File: src/rtl/gnrl_dffs.sv
// General DFF primitives: load-enable (no reset), reset-to-zero, and
// reset-to-zero with enable.

module gnrl_dffl #(
  parameter int DW = 32
) (
  input  logic          clk,
  input  logic          ld_i,
  input  logic [DW-1:0] d_i,
  output logic [DW-1:0] q_o
);
  logic [DW-1:0] dat_q;

  // Capture on load; storage carries no reset.
  always_ff @(posedge clk) begin
    if (ld_i) dat_q <= d_i;
  end

  assign q_o = dat_q;
endmodule

module gnrl_dffr #(
  parameter int DW = 32
) (
  input  logic          clk,
  input  logic          rst_n,
  input  logic [DW-1:0] d_i,
  output logic [DW-1:0] q_o
);
  logic [DW-1:0] dat_q;

  // Free-running register, asynchronously cleared.
  always_ff @(posedge clk or negedge rst_n) begin
    if (!rst_n) dat_q <= '0;
    else        dat_q <= d_i;
  end

  assign q_o = dat_q;
endmodule

module gnrl_dffer #(
  parameter int DW = 32
) (
  input  logic          clk,
  input  logic          rst_n,
  input  logic          en_i,
  input  logic [DW-1:0] d_i,
  output logic [DW-1:0] q_o
);
  logic [DW-1:0] dat_q;

  // Register holds its value unless en_i is high; asynchronously cleared.
  always_ff @(posedge clk or negedge rst_n) begin
    if (!rst_n)    dat_q <= '0;
    else if (en_i) dat_q <= d_i;
  end

  assign q_o = dat_q;
endmodule

File: src/rtl/gnrl_fifo.sv
// Synchronous valid/ready FIFO built from the general DFF primitives.
// Occupancy counter drives full/empty; no fall-through (1-cycle minimum
// latency). CUT_READY removes the o_rdy->i_rdy path, MSKO zeroes o_dat
// while nothing is valid.

module gnrl_fifo #(
  parameter int DW        = 32,
  parameter int DP        = 4,
  parameter int CUT_READY = 0,
  parameter int MSKO      = 0
) (
  input  logic                     clk,
  input  logic                     rst_n,
  input  logic                     flush,
  input  logic                     i_vld,
  output logic                     i_rdy,
  input  logic [DW-1:0]            i_dat,
  output logic                     o_vld,
  input  logic                     o_rdy,
  output logic [DW-1:0]            o_dat,
  output logic [$clog2(DP+1)-1:0]  o_cnt,
  output logic                     full,
  output logic                     empty
);
  localparam int PW = (DP > 1) ? $clog2(DP) : 1;
  localparam int CW = $clog2(DP+1);

  logic                   push, pop;
  logic [PW-1:0]          wptr_q, rptr_q;
  logic [CW-1:0]          cnt_q, cnt_d;
  logic [DP-1:0][DW-1:0]  mem;
  logic [DW-1:0]          head;

  assign full  = (cnt_q == CW'(DP));
  assign empty = (cnt_q == '0);
  assign o_vld = ~empty;
  assign o_cnt = cnt_q;

  // When full, the cut variant refuses outright; otherwise a same-cycle
  // pop frees the slot being written.
  assign i_rdy = (CUT_READY != 0) ? ~full : (~full | o_rdy);
  assign push  = i_vld & i_rdy;
  assign pop   = o_vld & o_rdy;

  // Pointers: single-entry buffer needs none.
  if (DP == 1) begin : g_ptr_tie
    assign wptr_q = '0;
    assign rptr_q = '0;
  end else begin : g_ptr
    logic [PW-1:0] wptr_d, rptr_d;

    // Advance with wrap at DP-1; flush returns both pointers to zero.
    always_comb begin
      wptr_d = (wptr_q == PW'(DP-1)) ? '0 : wptr_q + PW'(1);
      rptr_d = (rptr_q == PW'(DP-1)) ? '0 : rptr_q + PW'(1);
      if (flush) begin
        wptr_d = '0;
        rptr_d = '0;
      end
    end

    gnrl_dffer #(.DW(PW)) u_wptr (
      .clk(clk), .rst_n(rst_n), .en_i(push | flush), .d_i(wptr_d), .q_o(wptr_q)
    );
    gnrl_dffer #(.DW(PW)) u_rptr (
      .clk(clk), .rst_n(rst_n), .en_i(pop | flush), .d_i(rptr_d), .q_o(rptr_q)
    );
  end

  // Occupancy: +1 push only, -1 pop only, flush wins over both.
  always_comb begin
    cnt_d = cnt_q;
    if (flush)             cnt_d = '0;
    else if (push && !pop) cnt_d = cnt_q + CW'(1);
    else if (pop && !push) cnt_d = cnt_q - CW'(1);
  end

  gnrl_dffr #(.DW(CW)) u_cnt (
    .clk(clk), .rst_n(rst_n), .d_i(cnt_d), .q_o(cnt_q)
  );

  // Storage: one load-enable register per entry; flushed pushes are dropped.
  for (genvar i = 0; i < DP; i++) begin : g_ent
    gnrl_dffl #(.DW(DW)) u_ent (
      .clk  (clk),
      .ld_i (push & ~flush & (wptr_q == PW'(i))),
      .d_i  (i_dat),
      .q_o  (mem[i])
    );
  end

  // Head-of-queue read mux.
  always_comb begin
    head = '0;
    for (int k = 0; k < DP; k++) begin
      if (rptr_q == PW'(k)) head = mem[k];
    end
  end

  assign o_dat = ((MSKO != 0) && !o_vld) ? '0 : head;
endmodule

File: config.mk
export PLATFORM = sky130hd
export DESIGN_NAME = gnrl_fifo
export DESIGN_NICKNAME = d
export VERILOG_FILES = /design/src/rtl/gnrl_dffs.sv /design/src/rtl/gnrl_fifo.sv
export SDC_FILE = /design/constraint.sdc
export NUM_CORES = 1
export LEC_CHECK = 0
export BUFFER_PORTS_ARGS = -buffer_cell sky130_fd_sc_hd__buf_2
export CORE_ASPECT_RATIO = 1.4
export CORE_MARGIN = 5
export CORE_UTILIZATION = 35
export DETAILED_ROUTE_END_ITERATION = 8
export GPL_TIMING_DRIVEN = 0
export PLACE_DENSITY = 0.56
export SLEW_MARGIN = 20
export SYNTH_ARGS = -nofsm -noshare
export SYNTH_HDL_FRONTEND = slang
export SYNTH_HIERARCHICAL = 1
export SYNTH_SLANG_ARGS = --single-unit
File: constraint.sdc
create_clock -name clk -period 3.06 [get_ports clk]
set_input_delay 0.153 -clock clk [delete_from_list [all_inputs] [get_ports clk]]
set_output_delay 0.153 -clock clk [all_outputs]
set_load 0.03 [all_outputs]
==> impl_summary.log, run 1 <==
[metrics] complex-gate fraction of the synthesized area: 10.1%
[metrics] cell types with the largest area share after synthesis: sky130_fd_sc_hd__edfxtp_1 (68%), sky130_fd_sc_hd__a21oi_1 (5.8%), sky130_fd_sc_hd__nand2_1 (4.5%)
[metrics] post-layout instance area: 0.00726 sq mm
[metrics] most common library cell in the layout ignoring fill and taps: sky130_fd_sc_hd__edfxtp_1
[metrics] CP Data Required Time: 2.91 ns
[metrics] xor and xnor area share after synthesis: 0.156%
[metrics] share of the synthesized area in the top cell type: 68.5%
[metrics] top sig layer: met4
[metrics] setup slack of the worst register-to-register path: 0.72 ns
[metrics] length of routed wiring on met1: 5090 microns
[metrics] classification of the worst setup path: reg -> out
[metrics] DR WL/cell: 16.7 microns
[metrics] biggest cell delay along the critical path: 0.47 ns
[metrics] worst setup slack before clock tree synthesis: 0.712 ns
[metrics] total detailed-routing wirelength: 12600 microns
[metrics] share of layout cells above drive strength 1: 24.6%
[metrics] sequential share of power: 29.8%
[metrics] Die Area: 0.0187 sq mm
[metrics] initial core utilization: 35.8%
[metrics] Post-CTS Setup Bufs: 0
[metrics] number of sinks driven by the clock tree: 135
[metrics] clock group share of total power: 28.4%
[metrics] largest net degree at the start of global routing: 26
[metrics] Final Critical Period: 2.47 ns
[metrics] total nets after synthesis: 464
[metrics] Pwr per Cell Area: 1020 mW/mm^2
[metrics] NumNets Final: 593
[metrics] flip-flop and latch count after synthesis: 135
[metrics] clock tree root driver cell: sky130_fd_sc_hd__clkbuf_16
[metrics] internal power contribution: 4490 uW
[metrics] number of warning messages in the yosys log: 6
[metrics] post-route ant nets: 0
[metrics] multiplexer fraction of the synthesized cell area: 0.981%
[metrics] fraction of power spent switching nets: 39.1%
[metrics] critical path's slowest cell: sky130_fd_sc_hd__clkbuf_1
[metrics] drt first-iter violations: 196
[metrics] smallest setup slack after layout: 0.593 ns
[metrics] class of the worst hold path: in -> async
[metrics] fin. max-slew vios: 0
[metrics] result of the run: completed
[metrics] length of routed met2 wiring: 6750 microns
[metrics] combinational family with the most area after synthesis: simple AND/OR/NAND/NOR gates
[metrics] number of CTS-inserted buffers: 17
[metrics] clock-pin slew of the registers on the worst-case setup and hold paths: 0.06 ns
[metrics] max-cap violation count: 0
[metrics] input/output buffers: 73
[metrics] Filler Cell Count: 1399
[metrics] clock tree from TritonCTS: done
[metrics] weighted congestion at the end of routability-driven global placement: 0.706
[metrics] cell type with the largest total area after synthesis: sky130_fd_sc_hd__edfxtp_1
[metrics] half-perimeter wire length after detailed placement: 8220 microns
[metrics] adder-cell share of the synthesized area: 2.45%
[metrics] mean area per synthesized cell: 13.5 sq um
[metrics] insertion delay to the later sink of the worst-skew pair: 0.40 ns
[metrics] number of setup violations in the final report: 0
[metrics] worst-path cell chain: inv_1 -> ha_1 -> buf_2 -> clkbuf_1 -> a21oi_1 -> o21ai_1 -> buf_2
[metrics] maximum clock path buffer count: 2
[metrics] count of distinct cell types in the synthesized netlist: 35
[metrics] maximum frequency from static timing analysis: 405 MHz
[metrics] DR vias: 3692
[metrics] Placement Rows: 54
[metrics] most frequent cell on the critical path: sky130_fd_sc_hd__buf_2
[metrics] dpl cells: 689
[metrics] area inside the core boundary: 0.0157 sq mm
[metrics] remaining global-route overflow: 0
[metrics] H-tree levels: 4
[metrics] Worst Path Max Fanout: 10
[metrics] Post-Route Skew: 0.00729 ns
[metrics] layout overhead on the synthesized area: 29.3%
[metrics] ratio of final minimum period to clock period: 80.6%
[metrics] Via-to-Cell Ratio: 4.90
[metrics] initial antenna violation count: 0
[metrics] die width: 117 microns
[metrics] Final Hold Viols: 0
[metrics] instance area after placement: 0.00632 sq mm
[metrics] category of the worst setup path capture point: primary output
[metrics] sequential cell area fraction in the yosys report: 71.6%
[metrics] Gate Count Post-Synth: 416
[metrics] global routing usage summed across all routing layers: 14.0%
[metrics] Arr. time, crit path: 2.31 ns
[metrics] drt first pass iters: 4
[metrics] final standard cell count with taps included and fillers excluded: 753
[metrics] Worst Reg-to-Reg Cells: 8
[metrics] wire length of the first global-routing pass: 20000 microns
[metrics] synthesized-area fraction occupied by and/or/nand/nor cells: 11.3%
[metrics] Setup crit start kind: flop
[metrics] post-layout util: 46.3%
[metrics] Post-Synthesis Cell Area: 0.00561 sq mm
[metrics] total I/O pin count: 76
[metrics] combinational share of power: 41.8%
[metrics] antenna diode count: 0
[metrics] met3 WL: 570 microns
[metrics] unrepaired setup endpoints after global routing: no
[metrics] largest vdd supply drop: 0.000550 V
[metrics] DRC violation count after routing: 0
[metrics] Vert. Die Dim: 160 microns
[metrics] number of global-route vias before repair: 3953
[metrics] summed negative setup slack over all endpoints: 0 ns
[metrics] static leakage: 0.00265 uW
[metrics] switching power: 2880 uW
[metrics] commonest cells after routing, fill and taps aside: sky130_fd_sc_hd__edfxtp_1 (128), sky130_fd_sc_hd__buf_2 (85), sky130_fd_sc_hd__nand2_1 (68), sky130_fd_sc_hd__a21oi_1 (65), sky130_fd_sc_hd__dlygate4sd3_1 (33)
[metrics] Rel. slew slack: 60.8%
[metrics] total of cells resized after clock tree synthesis: 0
[metrics] pin slew with the least headroom to its limit: 0.588 ns
## critical path, delay by kind of cell (launching register included)
kind / cells / cell delay (ns)
compound gates: 2 / 0.36
flops: 1 / 0.43
fa+ha+maj: 1 / 0.13
buf+inv: 4 / 0.98
## worst paths after layout
path | startpoint | endpoint
worst min register to register | g_ptr.u_rptr/q_o[1] | g_ptr.u_rptr/q_o[1]
worst max register to register | u_cnt/q_o[1] | g_ent[3].u_ent/q_o[18]
min in group clk | o_rdy | u_cnt/q_o[2]
max in group asynchronous | rst_n | u_cnt/q_o[1]
worst max-delay path | g_ptr.u_rptr/q_o[0] | o_dat[2]
worst min-delay path | rst_n | u_cnt/q_o[0]
## metal layers
layer / vias up / global-route usage (%)
met5: - / 0
met4: 0 / 5.27
met3: 15 / 3.29
met2: 96 / 25.0
met1: 1799 / 16.0
li1: 1782 / -
## registers in the layout, indices dropped and copies added (netlist names)
signal,cells
g_ent.u_ent/q_o,128
u_cnt/q_o,3
g_ptr.u_rptr/q_o,2
g_ptr.u_wptr/q_o,2
## per-stage QoR
step                power [uW]  hold slack [ns]
floorplan                 4410           -0.143
global placement          5270         -0.00285
detailed placement        5330          0.00127
CTS                       7460           0.0986
global route              7800            0.108
finish                    7370            0.101
## kinds of logic (layout without fill, tap and decap cells)
logic type | Yosys count | in the layout
AO/OA/AOI/OAI | 108 | 108
XOR/XNOR | 1 | 1
adder cells (fa/ha/maj) | 11 | 11
buffers and inverters | 37 | 178
flip-flops | 135 | 135
multiplexers | 5 | 5
AND/OR/NAND/NOR | 119 | 119
## power by group through the flow
stage / combinational (uW) / sequential [uW] / clock (uW)
after floorplan: 2160 / 2250 / 0
after global placement: 3040 / 2230 / 0
after detailed placement: 3100 / 2230 / 0
after CTS: 3140 / 2200 / 2110
after global routing: 3390 / 2210 / 2210
final: 3080 / 2200 / 2090
## final cells by class
type	count	area, sq um	share of cell area [%]
tap	196	245	3.38
inverter	9	33.8	0.466
clock buffer	18	429	5.91
timing repair buffer	110	783	10.8
buffer	28	158	2.17
sequential	135	4020	55.4
multi-input combinational	244	1410	19.4
clock inverter	13	180	2.48
## synthesized netlist by cell type
cell type	instances
sky130_fd_sc_hd__mux2_2	4
sky130_fd_sc_hd__a32oi_1	1
sky130_fd_sc_hd__mux2i_1	1
sky130_fd_sc_hd__nor2b_2	1
sky130_fd_sc_hd__clkbuf_1	10
sky130_fd_sc_hd__ha_1	11
sky130_fd_sc_hd__xnor2_1	1
sky130_fd_sc_hd__edfxtp_1	128
sky130_fd_sc_hd__buf_4	2
sky130_fd_sc_hd__a21o_1	2
sky130_fd_sc_hd__nor4b_1	1
sky130_fd_sc_hd__nor3_1	1
sky130_fd_sc_hd__nand2b_4	1
sky130_fd_sc_hd__o211ai_1	1
sky130_fd_sc_hd__o21ai_0	2
sky130_fd_sc_hd__and3b_1	1
sky130_fd_sc_hd__o21bai_1	1
sky130_fd_sc_hd__or3_1	1
sky130_fd_sc_hd__a31oi_1	2
sky130_fd_sc_hd__o21ai_1	32
sky130_fd_sc_hd__and2_1	4
sky130_fd_sc_hd__a22oi_2	1
sky130_fd_sc_hd__a21oi_1	65
sky130_fd_sc_hd__a31o_1	1
sky130_fd_sc_hd__inv_1	9
sky130_fd_sc_hd__nand3b_4	1
sky130_fd_sc_hd__nand3b_1	32
sky130_fd_sc_hd__dfrtp_1	7
sky130_fd_sc_hd__nor2_1	4
sky130_fd_sc_hd__buf_2	12
sky130_fd_sc_hd__nand2_2	1
sky130_fd_sc_hd__buf_6	4
sky130_fd_sc_hd__and2_4	1
sky130_fd_sc_hd__nand2_1	68
sky130_fd_sc_hd__nor2b_1	2
## what timing repair did
| action | CTS | global route |
|---|---|---|
| hold endpoints to repair | 135 | 0 |
| setup endpoints to repair | 0 | 0 |
| hold buffers | 33 | 0 |
Power figures use the tool's default switching activity.
==> run 2: changes to the inputs <==
--- a/config.mk
+++ b/config.mk
@@ -11,7 +11,7 @@
 export CORE_UTILIZATION = 35
 export DETAILED_ROUTE_END_ITERATION = 8
 export GPL_TIMING_DRIVEN = 0
-export PLACE_DENSITY = 0.56
+export PLACE_DENSITY = 0.58
 export SLEW_MARGIN = 20
 export SYNTH_ARGS = -nofsm -noshare
 export SYNTH_HDL_FRONTEND = slang
==> constraint.sdc (replaced) <==
create_clock -name clk -period 2 [get_ports clk]
set_input_delay 0.1 -clock clk [delete_from_list [all_inputs] [get_ports clk]]
set_output_delay 0.1 -clock clk [all_outputs]
set_load 0.03 [all_outputs]
==> impl_summary.log, run 2 (synthesis gave the netlist of run 1 again) <==
[metrics] result of the run: finished, violations left
[metrics] violated checks: negative setup slack
[metrics] Rel. slew slack: 64.5% (+3.7 points)
[metrics] biggest cell delay along the critical path: 0.44 ns (-0.03 ns)
[metrics] unrepaired setup endpoints after global routing: yes
[metrics] met2 global-route usage: 26.4% (+1.5 points)
[metrics] global routing usage on met1: 17.5% (+1.5 points)
[metrics] total I/O pin count: 76 (unchanged)
[metrics] fin. max-slew vios: 0 (unchanged)
[metrics] largest net degree at the start of global routing: 17 (-35%)
[metrics] maximum clock path buffer count: 2 (unchanged)
[metrics] smallest setup slack after layout: -0.148 ns (-0.741 ns)
[metrics] dpl cells: 685 (-0.58%)
[metrics] post-route ant nets: 0 (unchanged)
[metrics] layout overhead on the synthesized area: 36.7%
[metrics] weighted congestion at the end of routability-driven global placement: 0.716 (+1.4%)
[metrics] number of setup violations in the final report: 32 (+32)
[metrics] input/output buffers: 73 (unchanged)
[metrics] remaining global-route overflow: 0 (unchanged)
[metrics] number of CTS-inserted buffers: 17 (unchanged)
[metrics] clock tree from TritonCTS: done
[metrics] GR peak layer: met2
[metrics] CP Data Required Time: 1.90 ns (-1.01 ns)
[metrics] drt first-iter violations: 217 (+11%)
[metrics] Vert. Die Dim: 160 microns (unchanged)
[metrics] global routing usage summed across all routing layers: 15.3% (+1.2 points)
[metrics] DR vias: 3848 (+4.2%)
[metrics] clock-pin slew of the registers on the worst-case setup and hold paths: 0.06 ns (about the same)
[metrics] Final Hold Viols: 0 (unchanged)
[metrics] drt first pass iters: 5 (+1)
[metrics] ratio of final minimum period to clock period: 107%
[metrics] wire length of the first global-routing pass: 21300 microns (+6.4%)
[metrics] DR WL/cell: 19.0 microns (+13%)
[metrics] met3 routing resource usage after global routing: 4.70% (+1.4 points)
[metrics] flip-flop count of the largest register after layout: 128 (unchanged)
[metrics] NumNets Final: 609 (+2.7%)
[metrics] Post-Route Skew: 0.00795 ns (+0.000658 ns)
[metrics] Arr. time, crit path: 2.05 ns (-0.26 ns)
[metrics] die width: 117 microns (unchanged)
[metrics] Placement Rows: 54 (unchanged)
[metrics] most common library cell in the layout ignoring fill and taps: sky130_fd_sc_hd__edfxtp_1
[metrics] sequential share of power: 26.8% (-3.0 points)
[metrics] category of the worst setup path capture point: primary output
[metrics] class of the worst hold path: in -> async
[metrics] static leakage: 0.00279 uW (+5.6%)
[metrics] largest vdd supply drop: 0.000808 V (+47%)
[metrics] combinational share of power: 46.6% (+4.8 points)
[metrics] commonest cells after routing, fill and taps aside: sky130_fd_sc_hd__edfxtp_1 (128), sky130_fd_sc_hd__nand2_1 (68), sky130_fd_sc_hd__a21oi_1 (49), sky130_fd_sc_hd__buf_2 (45), sky130_fd_sc_hd__buf_4 (42)
[metrics] clock tree root driver cell: sky130_fd_sc_hd__clkbuf_16
[metrics] Via-to-Cell Ratio: 5.00 (+1.9%)
[metrics] half-perimeter wire length after detailed placement: 7910 microns (-3.8%)
[metrics] Pwr per Cell Area: 1640 mW/mm^2 (+62%)
[metrics] critical path's slowest cell: sky130_fd_sc_hd__dfrtp_2
[metrics] share of layout cells above drive strength 1: 33.1% (+8.5 points)
[metrics] Worst Path Max Fanout: 10 (unchanged)
[metrics] internal power contribution: 7840 uW (+75%)
[metrics] insertion delay to the later sink of the worst-skew pair: 0.41 ns (about the same)
[metrics] worst-path cell chain: ha_4 -> buf_6 -> buf_8 -> nand3b_1 -> a21oi_2 -> a21oi_1 -> o21ai_1 -> buf_4
[metrics] H-tree levels: 4 (unchanged)
[metrics] number of sinks driven by the clock tree: 135 (unchanged)
[metrics] final standard cell count with taps included and fillers excluded: 770 (+2.3%)
[metrics] max-cap violation count: 0 (unchanged)
[metrics] clock group share of total power: 26.6% (-1.8 points)
[metrics] pin slew with the least headroom to its limit: 0.532 ns (-0.0554 ns)
[metrics] antenna diode count: 0 (unchanged)
[metrics] total detailed-routing wirelength: 14600 microns (+16%)
[metrics] Die Area: 0.0187 sq mm (unchanged)
[metrics] Final Critical Period: 2.15 ns
[metrics] classification of the worst setup path: reg -> out
[metrics] Setup crit start kind: flop
[metrics] initial core utilization: 35.8% (unchanged)
[metrics] area inside the core boundary: 0.0157 sq mm (unchanged)
[metrics] number of global-route vias before repair: 4035 (+2.1%)
[metrics] initial antenna violation count: 0 (unchanged)
[metrics] fraction of power spent switching nets: 37.8% (-1.3 points)
[metrics] switching power: 4760 uW (+65%)
[metrics] hold_ws: 0.0568 ns (-0.0441 ns)
[metrics] DRC violation count after routing: 0 (unchanged)
[metrics] maximum frequency from static timing analysis: 466 MHz
[metrics] summed negative setup slack over all endpoints: -2.87 ns (-2.87 ns)
## run 2: changes by cell type in the layout (fill, tap and decap cells not counted), moves of 4 or more
cell                       delta
sky130_fd_sc_hd__clkbuf_1     -6
sky130_fd_sc_hd__and2_2       -4
sky130_fd_sc_hd__buf_4       +40
sky130_fd_sc_hd__inv_2        +4
sky130_fd_sc_hd__buf_2       -40
sky130_fd_sc_hd__a21oi_1     -16
sky130_fd_sc_hd__inv_1        -4
sky130_fd_sc_hd__and2_4      +13
sky130_fd_sc_hd__a21oi_2     +16
sky130_fd_sc_hd__buf_6        +8
sky130_fd_sc_hd__buf_8        +4
## run 2: worst paths after layout
check / startpoint / to / slack (ns) / cells past startpoint
min in group clk: o_rdy / u_cnt/q_o[2] / 0.07 / 4
hold / removal: rst_n / g_ptr.u_wptr/q_o[1] / 0.06 / 2
max in group asynchronous: rst_n / u_cnt/q_o[0] / 1.76 / 2
setup reg to reg: u_cnt/q_o[1] / g_ent[3].u_ent/q_o[1] / 0.06 / 7
hold reg to reg: g_ptr.u_wptr/q_o[1] / g_ptr.u_wptr/q_o[1] / 0.59 / 1
setup / recovery: g_ptr.u_rptr/q_o[0] / o_dat[19] / -0.15 / 8
## run 2: area by class of cell
cell class / count / area, sq um
inverters: 9 / 33.8
repair buffers: 116 / 856
multi-input cells: 254 / 1620
clock buffers: 20 / 437
clock inverters: 12 / 199
fillers: 1377 / 8000
flip-flops and latches: 135 / 4020
plain buffers: 28 / 262
well taps: 196 / 245
## run 2: what timing repair did
action | in CTS | in global routing
pin swaps | 10 | 10
cloned | 7 | 6
resized for setup | 80 | 29
hold endpoints to repair | 135 | 0
setup endpoints to repair | 160 | 160
setup buffers | 4 | 3
hold buffers | 33 | 0
## run 2: through the flow
stage | instance area [sq um] | total power (uW) | worst slack (ns) | utilization, %
CTS | 7520 | 12400 | -0.155 | 48.0
global placement | 6270 | 8130 | -0.0251 | 40.0
global route | 7670 | 13200 | -0.260 | 49.0
finish | 7670 | 12600 | -0.148 | 49.0
floorplan | 5660 | 6810 | 0.00628 | -
detailed placement | 6270 | 8210 | -0.0782 | 40.0
## run 2: worst max-delay path, delay by kind of cell, from the launching register on
family | cells | cell delay, ns
buf+inv | 3 | 0.46
flops | 1 | 0.44
compound gates | 3 | 0.36
fa+ha+maj | 1 | 0.18
simple gates | 1 | 0.17
## run 2: per-layer routing
metal | part of all wire [%] | up-vias
met4 | 2.3 | 0
met3 | 6.6 | 16
met5 | 0 | -
li1 | - | 1827
met2 | 52 | 120
met1 | 39 | 1885
## run 2: power by group through the flow
stage	clock, uW	combinational, uW	sequential (uW)
after floorplan	0	3360	3450
after global placement	0	4710	3410
after detailed placement	0	4780	3430
after CTS	3380	5660	3380
after global routing	3550	6290	3390
final	3350	5880	3370
